## src/rtl/fixed_math_pkg.sv

```systemverilog
// Shared fixed-point constants and the saturating product-rescale helper used by
// the multiplier scheduler.
package fixed_math_pkg;

  localparam int FIX_WIDTH = 32;
  localparam int FIX_FRAC  = 12;
  localparam int FIX_MAX_W = 64;

  typedef logic signed [2*FIX_MAX_W-1:0] fix_prod_t;

  // Rescales a full-width product by 2^-frac (floor) and clamps it to a signed
  // width-bit range. Returns {ovf, data}; data sits in the low width bits.
  function automatic logic [FIX_MAX_W:0] fix_sat(input fix_prod_t p, input int width,
                                                 input int frac);
    fix_prod_t           s;
    fix_prod_t           hi;
    fix_prod_t           lo;
    logic [FIX_MAX_W:0]  r;
    s  = p >>> frac;
    hi = (fix_prod_t'(1) <<< (width - 1)) - fix_prod_t'(1);
    lo = -(fix_prod_t'(1) <<< (width - 1));
    if (s > hi) begin
      r = {1'b1, hi[FIX_MAX_W-1:0]};
    end else if (s < lo) begin
      r = {1'b1, lo[FIX_MAX_W-1:0]};
    end else begin
      r = {1'b0, s[FIX_MAX_W-1:0]};
    end
    return r;
  endfunction

endpackage

```

## src/rtl/mul_rr_arbiter.sv

```systemverilog
// Round-robin arbiter: one-hot grant searched upward from rr_ptr, which moves
// just past each winner and stays put on idle cycles.
module mul_rr_arbiter import fixed_math_pkg::*; #(
  parameter int N_REQ = 4
) (
  input  logic                     clk,
  input  logic                     rst,
  input  logic [N_REQ-1:0]         req_valid,
  output logic [N_REQ-1:0]         grant,
  output logic [$clog2(N_REQ)-1:0] grant_id,
  output logic                     grant_vld
);

  localparam int ID_W = $clog2(N_REQ);

  logic [ID_W-1:0] rr_ptr_q;
  logic [ID_W-1:0] rr_ptr_d;

  // NOTE: every output of this block gets a default before the search loop, so
  // no path leaves a value unassigned and no latch is inferred.
  always_comb begin
    int idx;
    grant     = '0;
    grant_id  = '0;
    grant_vld = 1'b0;
    idx       = 0;
    for (int k = 0; k < N_REQ; k++) begin
      idx = int'(rr_ptr_q) + k;
      if (idx >= N_REQ) idx = idx - N_REQ;
      if (!grant_vld && !rst && req_valid[idx]) begin
        grant_vld  = 1'b1;
        grant[idx] = 1'b1;
        grant_id   = idx[ID_W-1:0];
      end
    end
  end

  always_comb begin
    rr_ptr_d = rr_ptr_q;
    if (grant_vld) begin
      rr_ptr_d = (int'(grant_id) == N_REQ - 1) ? '0 : grant_id + ID_W'(1);
    end
  end

  // NOTE: state registers use non-blocking assignments so every flop samples
  // the pre-edge values regardless of block evaluation order.
  always_ff @(posedge clk) begin
    if (rst) rr_ptr_q <= '0;
    else     rr_ptr_q <= rr_ptr_d;
  end

endmodule

```

## src/rtl/fixed_mul_scheduler.sv

```systemverilog
// Shares one two-stage signed fixed-point multiplier among N_REQ requesters;
// results come back saturated and tagged with the owner two edges after accept.
module fixed_mul_scheduler import fixed_math_pkg::*; #(
  parameter int N_REQ = 4,
  parameter int WIDTH = FIX_WIDTH,
  parameter int FRAC  = FIX_FRAC
) (
  input  logic                             clk,
  input  logic                             rst,
  input  logic [N_REQ-1:0]                 req_valid,
  output logic [N_REQ-1:0]                 req_ready,
  input  logic [N_REQ-1:0][WIDTH-1:0]      req_a,
  input  logic [N_REQ-1:0][WIDTH-1:0]      req_b,
  output logic                             resp_valid,
  output logic [$clog2(N_REQ)-1:0]         resp_id,
  output logic [WIDTH-1:0]                 resp_data,
  output logic                             resp_ovf
);

  localparam int ID_W = $clog2(N_REQ);

  logic [N_REQ-1:0] grant;
  logic [ID_W-1:0]  grant_id;
  logic             grant_vld;

  mul_rr_arbiter #(.N_REQ(N_REQ)) u_arb (
    .clk       (clk),
    .rst       (rst),
    .req_valid (req_valid),
    .grant     (grant),
    .grant_id  (grant_id),
    .grant_vld (grant_vld)
  );

  assign req_ready = grant;

  logic                    s1_vld_q;
  logic [ID_W-1:0]         s1_id_q;
  logic signed [WIDTH-1:0] s1_a_q;
  logic signed [WIDTH-1:0] s1_b_q;

  // NOTE: only the valid bit is reset; operand flops are qualified by it, so
  // leaving the datapath unreset is safe and keeps reset fan-out small.
  always_ff @(posedge clk) begin
    if (rst) s1_vld_q <= 1'b0;
    else     s1_vld_q <= grant_vld;
    if (grant_vld) begin
      s1_id_q <= grant_id;
      s1_a_q  <= req_a[grant_id];
      s1_b_q  <= req_b[grant_id];
    end
  end

  logic signed [2*WIDTH-1:0] prod;
  logic [FIX_MAX_W:0]        sat_res;
  logic                      sat_unused;
  logic [WIDTH-1:0]          resp_data_d;
  logic                      resp_ovf_d;

  assign prod        = (2*WIDTH)'(s1_a_q) * (2*WIDTH)'(s1_b_q);
  assign sat_res     = fix_sat(fix_prod_t'(prod), WIDTH, FRAC);
  assign resp_data_d = sat_res[WIDTH-1:0];
  assign resp_ovf_d  = sat_res[FIX_MAX_W];
  // Upper data bits only repeat the sign of the clamped value.
  assign sat_unused  = ^sat_res[FIX_MAX_W-1:WIDTH-1];

  logic             resp_valid_q;
  logic [ID_W-1:0]  resp_id_q;
  logic [WIDTH-1:0] resp_data_q;
  logic             resp_ovf_q;

  // Tag/data/ovf hold their last value whenever no result is emerging.
  always_ff @(posedge clk) begin
    if (rst) begin
      resp_valid_q <= 1'b0;
      resp_id_q    <= '0;
      resp_data_q  <= '0;
      resp_ovf_q   <= 1'b0;
    end else begin
      resp_valid_q <= s1_vld_q;
      if (s1_vld_q) begin
        resp_id_q   <= s1_id_q;
        resp_data_q <= resp_data_d;
        resp_ovf_q  <= resp_ovf_d;
      end
    end
  end

  assign resp_valid = resp_valid_q;
  assign resp_id    = resp_id_q;
  assign resp_data  = resp_data_q;
  assign resp_ovf   = resp_ovf_q;

endmodule

```

## config.mk

```make
export PLATFORM = sky130hd
export DESIGN_NAME = fixed_mul_scheduler
export DESIGN_NICKNAME = d
export VERILOG_FILES = /design/src/rtl/fixed_math_pkg.sv /design/src/rtl/mul_rr_arbiter.sv /design/src/rtl/fixed_mul_scheduler.sv
export SDC_FILE = /design/constraint.sdc
export NUM_CORES = 2
export LEC_CHECK = 0
export BUFFER_PORTS_ARGS = -buffer_cell sky130_fd_sc_hd__buf_2
export CORE_UTILIZATION = 36
export DETAILED_ROUTE_END_ITERATION = 16
export HOLD_SLACK_MARGIN = 0.12
export SYNTH_ARGS = -nofsm -noshare
export SYNTH_HDL_FRONTEND = slang
export SYNTH_SLANG_ARGS = --single-unit
```

## constraint.sdc

```tcl
create_clock -name clk -period 9.9 [get_ports clk]
set_clock_uncertainty 0.05 [all_clocks]
set_input_delay 0.99 -clock clk [delete_from_list [all_inputs] [get_ports clk]]
set_output_delay 0.99 -clock clk [all_outputs]
set_load 0.005 [all_outputs]
```

---- Word-level counts from Yosys, hierarchy flattened ----
Index checks and enable logic that the tools add are counted.
operators by class
  equal/unequal tests ..................... 1
  bitwise logic cells ..................... 3
  muxes and demuxes ....................... 43
  order comparisons ....................... 15
  add/sub/neg operators ................... 8
  reductions and logical operators ........ 15
  multiply operators ...................... 1
operator list
  kind                                                          count
  two-way mux 32 bit                                            6
  two-way mux 65 bit                                            2
  binary-select mux 32 bit (select 2 bit)                       2
  >= comparator 32 x 1 -> 1 bit, second input constant          4
  less-than comparator 32 x 4 -> 1 bit, second input constant   4
  >= comparator 32 x 4 -> 1 bit, second input constant          3
  subtractor 32 x 4 -> 32 bit, second input constant            3
  multiplier 32 x 32 -> 64 bit                                  1
  > comparator 52 x 32 -> 1 bit, second input constant          1
  less-than comparator 52 x 32 -> 1 bit, second input constant  1
  two-way mux 1 bit                                             16
  two-way mux 4 bit                                             4
  bitwise OR 4 bit                                              3
  logical AND 1 bit                                             11
  two-way mux 2 bit                                             5
  binary-select mux 1 bit (select 2 bit)                        4
  demux 1 bit (select 2 bit)                                    4
  adder 2 x 2 -> 3 bit, second input constant                   2
  zero test 1 bit                                               4
  subtractor 2 x 3 -> 4 bit, second input constant              1
  adder 2 x 1 -> 3 bit, second input constant                   1
  >= comparator 2 x 3 -> 1 bit, second input constant           1
  less-than comparator 2 x 3 -> 1 bit, second input constant    1
  adder 2 x 1 -> 2 bit, second input constant                   1
  == test 2 x 1 -> 1 bit, second input constant                 1
word-level totals
  register bits after elaboration ......... 105
  bits of input ports ..................... 262
  output and inout port bits .............. 40
  logic and storage cells ................. 95

---- Depth between registers and ports, before layout ----
  depth after elaboration ................. 21
  depth in mapped cells ................... 31
  depth with buffers taken out ............ 28

---- By module ----
Synthesis repeated with hierarchy kept, for this count alone.
second synthesis, totals
  cell total of the unflattened synthesis .. 4308
  area total of the unflattened synthesis .. 42194.2 um2
modules (own cells, without submodules)
  module               instances  cells an instance  area each (um2)
  fixed_mul_scheduler  1          4231               41518.6
  mul_rr_arbiter       1          77                 675.6

---- Worst setup path after synthesis ----
Ideal clock, no wire load.
  path kind ............................... flip-flop to flip-flop
  start point ............................. register s1_a_q[31]
  end point ............................... register resp_data_q[24], in the netlist resp_data[24]
  data arrival time ....................... 9.475 ns
  stages on the path, launching flop included .. 29
  required time ........................... 9.709 ns
  path slack .............................. 0.234 ns
  cell sequence ........................... edfxtp_1 -> clkbuf_1 -> nand2_1 -> inv_1 -> fa_1 -> fa_1 -> inv_1 -> fa_1 -> fa_1 -> inv_1 -> fa_1 -> fa_1 -> inv_1 -> fa_1 -> inv_1 -> fa_1 -> ha_1 -> clkbuf_2 -> nand2_1 -> or4_4 -> nor3_1 -> nor3b_1 -> a211o_2 -> a311oi_1 -> or4_1 -> or4b_4 -> o32ai_4 -> buf_6 -> o32ai_1
between the ends
  cells in the longest elaborated chain, start to end .. 4
RTL lines
  element                                line                       text
  start: declaration                     fixed_mul_scheduler.sv:39  logic signed [WIDTH-1:0] s1_a_q;
  start signal: assignment               fixed_mul_scheduler.sv:49  s1_a_q <= req_a[grant_id];
  multiplier 32 x 32 -> 64 bit (*)       fixed_mul_scheduler.sv:60  assign prod = (2*WIDTH)'(s1_a_q) * (2*WIDTH)'(s1_b_q);
  less-than comparator 52 x 32 -> 1 bit  fixed_math_pkg.sv:24       end else if (s < lo) begin
  two-way mux 65 bit                     fixed_math_pkg.sv:24
  two-way mux 65 bit (*)                 fixed_math_pkg.sv:22       if (s > hi) begin
  end signal: assignment                 fixed_mul_scheduler.sv:83  resp_data_q <= resp_data_d;
  end: declaration                       fixed_mul_scheduler.sv:69  logic [WIDTH-1:0] resp_data_q;
Every way passes the cells marked *; elsewhere a longest branch is shown, timed or not.
A chain may end at the register's enable or synchronous reset.

---- Final worst setup path ----
  start point ............................. register s1_a_q[25]
  end point ............................... register resp_data_q[21], in the netlist resp_data[21]
Same word-level chain as after synthesis.

==> metrics.txt <==
Tightest Pin Transition around 1000 ps; met3 usage 0.0204; average wire per standard cell about 20 um; area of the mapped netlist ~0.042 mm2; crit end category register; core area roughly 0.12 mm2; WL final about 130,000 um; FILL cells approximately 12,000; final core area utilization 0.401; final non-filler cell total ~6,400; Worst R2R End resp_data[21]; clk_lat worst skew ~400 ps; PortBufs 301; die width about 350 um; io pins 302; multi-input logic area 0.0349 mm2; Seq cells post-synth around 110; clock sink count roughly 110; Slew HR 0.311; Worst path slowest cell edfxtp_1; routability cong. about 0.94; Worst Hold Class reg2reg; Syn Area/Cell slightly above 9 um2; clk buf depth 2; first-pass GRT wire length 205,000 um; Syn Nets a little over 6,000; Worst path max stage delay 910 ps; initial core utilization 0.365; vias in the first global route around 35,000; Die Ht between 300 and 400 um; sequential share of the synthesized area 0.0650; status completed; Finish-stage setup viols 0; final period demand of the worst path between 9000 and 10,000 ps; hold depth 2; final max-slew violation count 0; DP HPWL roughly 110,000 um; Avg Vias per Cell ~5.0; Bufs and invs on worst path 6; FF/Latch Area 0.00276 mm2; Area after DPL between 0.04 and 0.05 mm2; CTS tree done; post-route ant nets 0; Mapped Cells 4,680; critical path peak fanout 16; Rows roughly 130; drt first pass iters 5; worst flop-to-flop path startpoint s1_a_q[25]; CP Class reg2reg; Arrival @ worst endpoint roughly 9800 ps; share of cells above drive strength 1 0.110; post-synthesis to final-layout area growth 9.88%; H-tree depth 3; FF-to-FF path depth 27; Clock Pin Slew Worst Setup and Hold Paths ~90 ps; reg-to-reg setup timing slack around 270 ps; Crit path top cell by count fa_1; largest net degree at the start of global routing 76; grt peak-use layer met2; Cells after DPL 6,368; Diodes inserted 0; DR DRC count 0; initial antenna violation count 3; Layout Nets approximately 6,400; delay-heaviest family, CP adder cells; Max-cap violations 0; Yosys cell types between 80 and 90; max frequency 0.104 GHz; DR iter-0 viols between 1,500 and 2,000; CTS Buf Count 9; FFs w/ async S/R, synth 0; Yosys warning count 0; CTS root buf clkbuf_16; EDFF count, synth 66; hold_buf cts 0; Total Routing Usage GR 0.222; Final Instance Area between 0.04 and 0.05 mm2; GR met1 Demand/Resource 0.271; die area between 0.1 and 0.15 mm2; vias between 30,000 and 40,000; Primary FF master, synth edfxtp_1; final hold violations 0; Tcrit/Tclk final 0.973; required time worst endpoint between 10,000 and 15,000 ps; crit path launch type register; HP Start s1_id_q[1]; Hold EP resp_id[1]; GR Util met2 0.408; grt total ovfl 0; Final TNS setup 0 ps
cells in the final DEF, fill, tap and decap left out, drive strengths merged, types with 43 or more instances in the layout:
cell type / count
a21oi: 74
nand2: 799
inv: 1009
and3: 69
and2: 515
buf: 481
fa: 1081
nor2: 107
a31oi: 73
xnor2: 43
edfxtp: 66
ha: 188
sequential cells by signal, summed over array words and instances (netlist names), named ones only:
register        count
resp_data          32
s1_a_q             32
s1_b_q             32
resp_id             2
s1_id_q             2
resp_ovf            1
resp_valid          1
s1_vld_q            1
u_arb.rr_ptr_q      1
synthesized netlist by cell type (39+ instances only):
library cell	number	share of area
edfxtp_1	66	0.047
inv_1	1007	0.089
o21ai_0	41	0.0048
fa_1	1081	0.51
clkbuf_1	251	0.022
nand2_1	799	0.071
xnor2_1	43	0.0089
a21oi_1	74	0.0087
and2_1	515	0.076
nor2_1	107	0.0095
and3_1	69	0.010
a31oi_1	73	0.011
ha_1	188	0.055
dfxtp_1	39	0.018
cell families (layout without fill, tap and decap cells):
| kind of cell | after synthesis | count (layout) | synth area share |
|---|---|---|---|
| flip-flops | 105 | 105 | 0.0650 |
| buffers and inverters | 1287 | 1505 | 0.115 |
| adder cells (fa/ha/maj) | 1269 | 1269 | 0.565 |
| multiplexers | 10 | 10 | 0.00247 |
| AND/OR/NAND/NOR | 1628 | 1628 | 0.187 |
| AO/OA/AOI/OAI | 318 | 318 | 0.0518 |
| XOR/XNOR | 63 | 63 | 0.0130 |
worst reg2reg max path, delay by kind of cell (launching register included):
family | cells | cell delay [ps]
simple gates | 6 | 1960
xor+xnor | 1 | 190
buf+inv | 6 | 710
fa+ha+maj | 9 | 4680
flops | 1 | 910
compound gates | 5 | 1000
per-stage QoR:
stage	worst slack [ps]	hold WS (ps)
2_1_floorplan	234	406
3_3_place_gp	116	426
3_5_place_dp	117	437
4_1_cts	49.7	457
5_1_grt	-14.2	484
6_report	271	448
worst max path at each step:
stage	slack (ps)	depth (start not counted)	from	end
floorplan	230	28	s1_a_q[31]	resp_data[24]
global placement	120	27	s1_a_q[8]	resp_data[0]
detailed placement	120	27	s1_a_q[9]	resp_data[6]
CTS	50	27	s1_a_q[9]	resp_data[6]
global route	-10	30	s1_a_q[31]	resp_data[21]
finish	270	27	s1_a_q[25]	resp_data[21]
layout make-up:
cell class / count / area share
multi-input cells: 3288 / 0.747
inverters: 1007 / 0.0812
repair buffers: 482 / 0.0653
flip-flops and latches: 105 / 0.0592
well taps: 1524 / 0.0409
clock buffers: 9 / 0.00483
clock inverters: 7 / 0.00134
what timing repair did:
action | 4_1_cts | 5_1_grt
hold endpoints to repair | 0 | 0
endpoints found under the setup margin | 0 | 32
buffers inserted | 0 | 37
resized for setup | 0 | 13
per-layer routing:
layer | part of all wire | vias up
met5 | 0 | -
met4 | 0.038 | 0
met3 | 0.038 | 176
met2 | 0.53 | 778
met1 | 0.40 | 16700
li1 | - | 14300
Power is not shown: default switching activity piles up to over one toggle a cycle in this logic, so the estimate is an artifact.
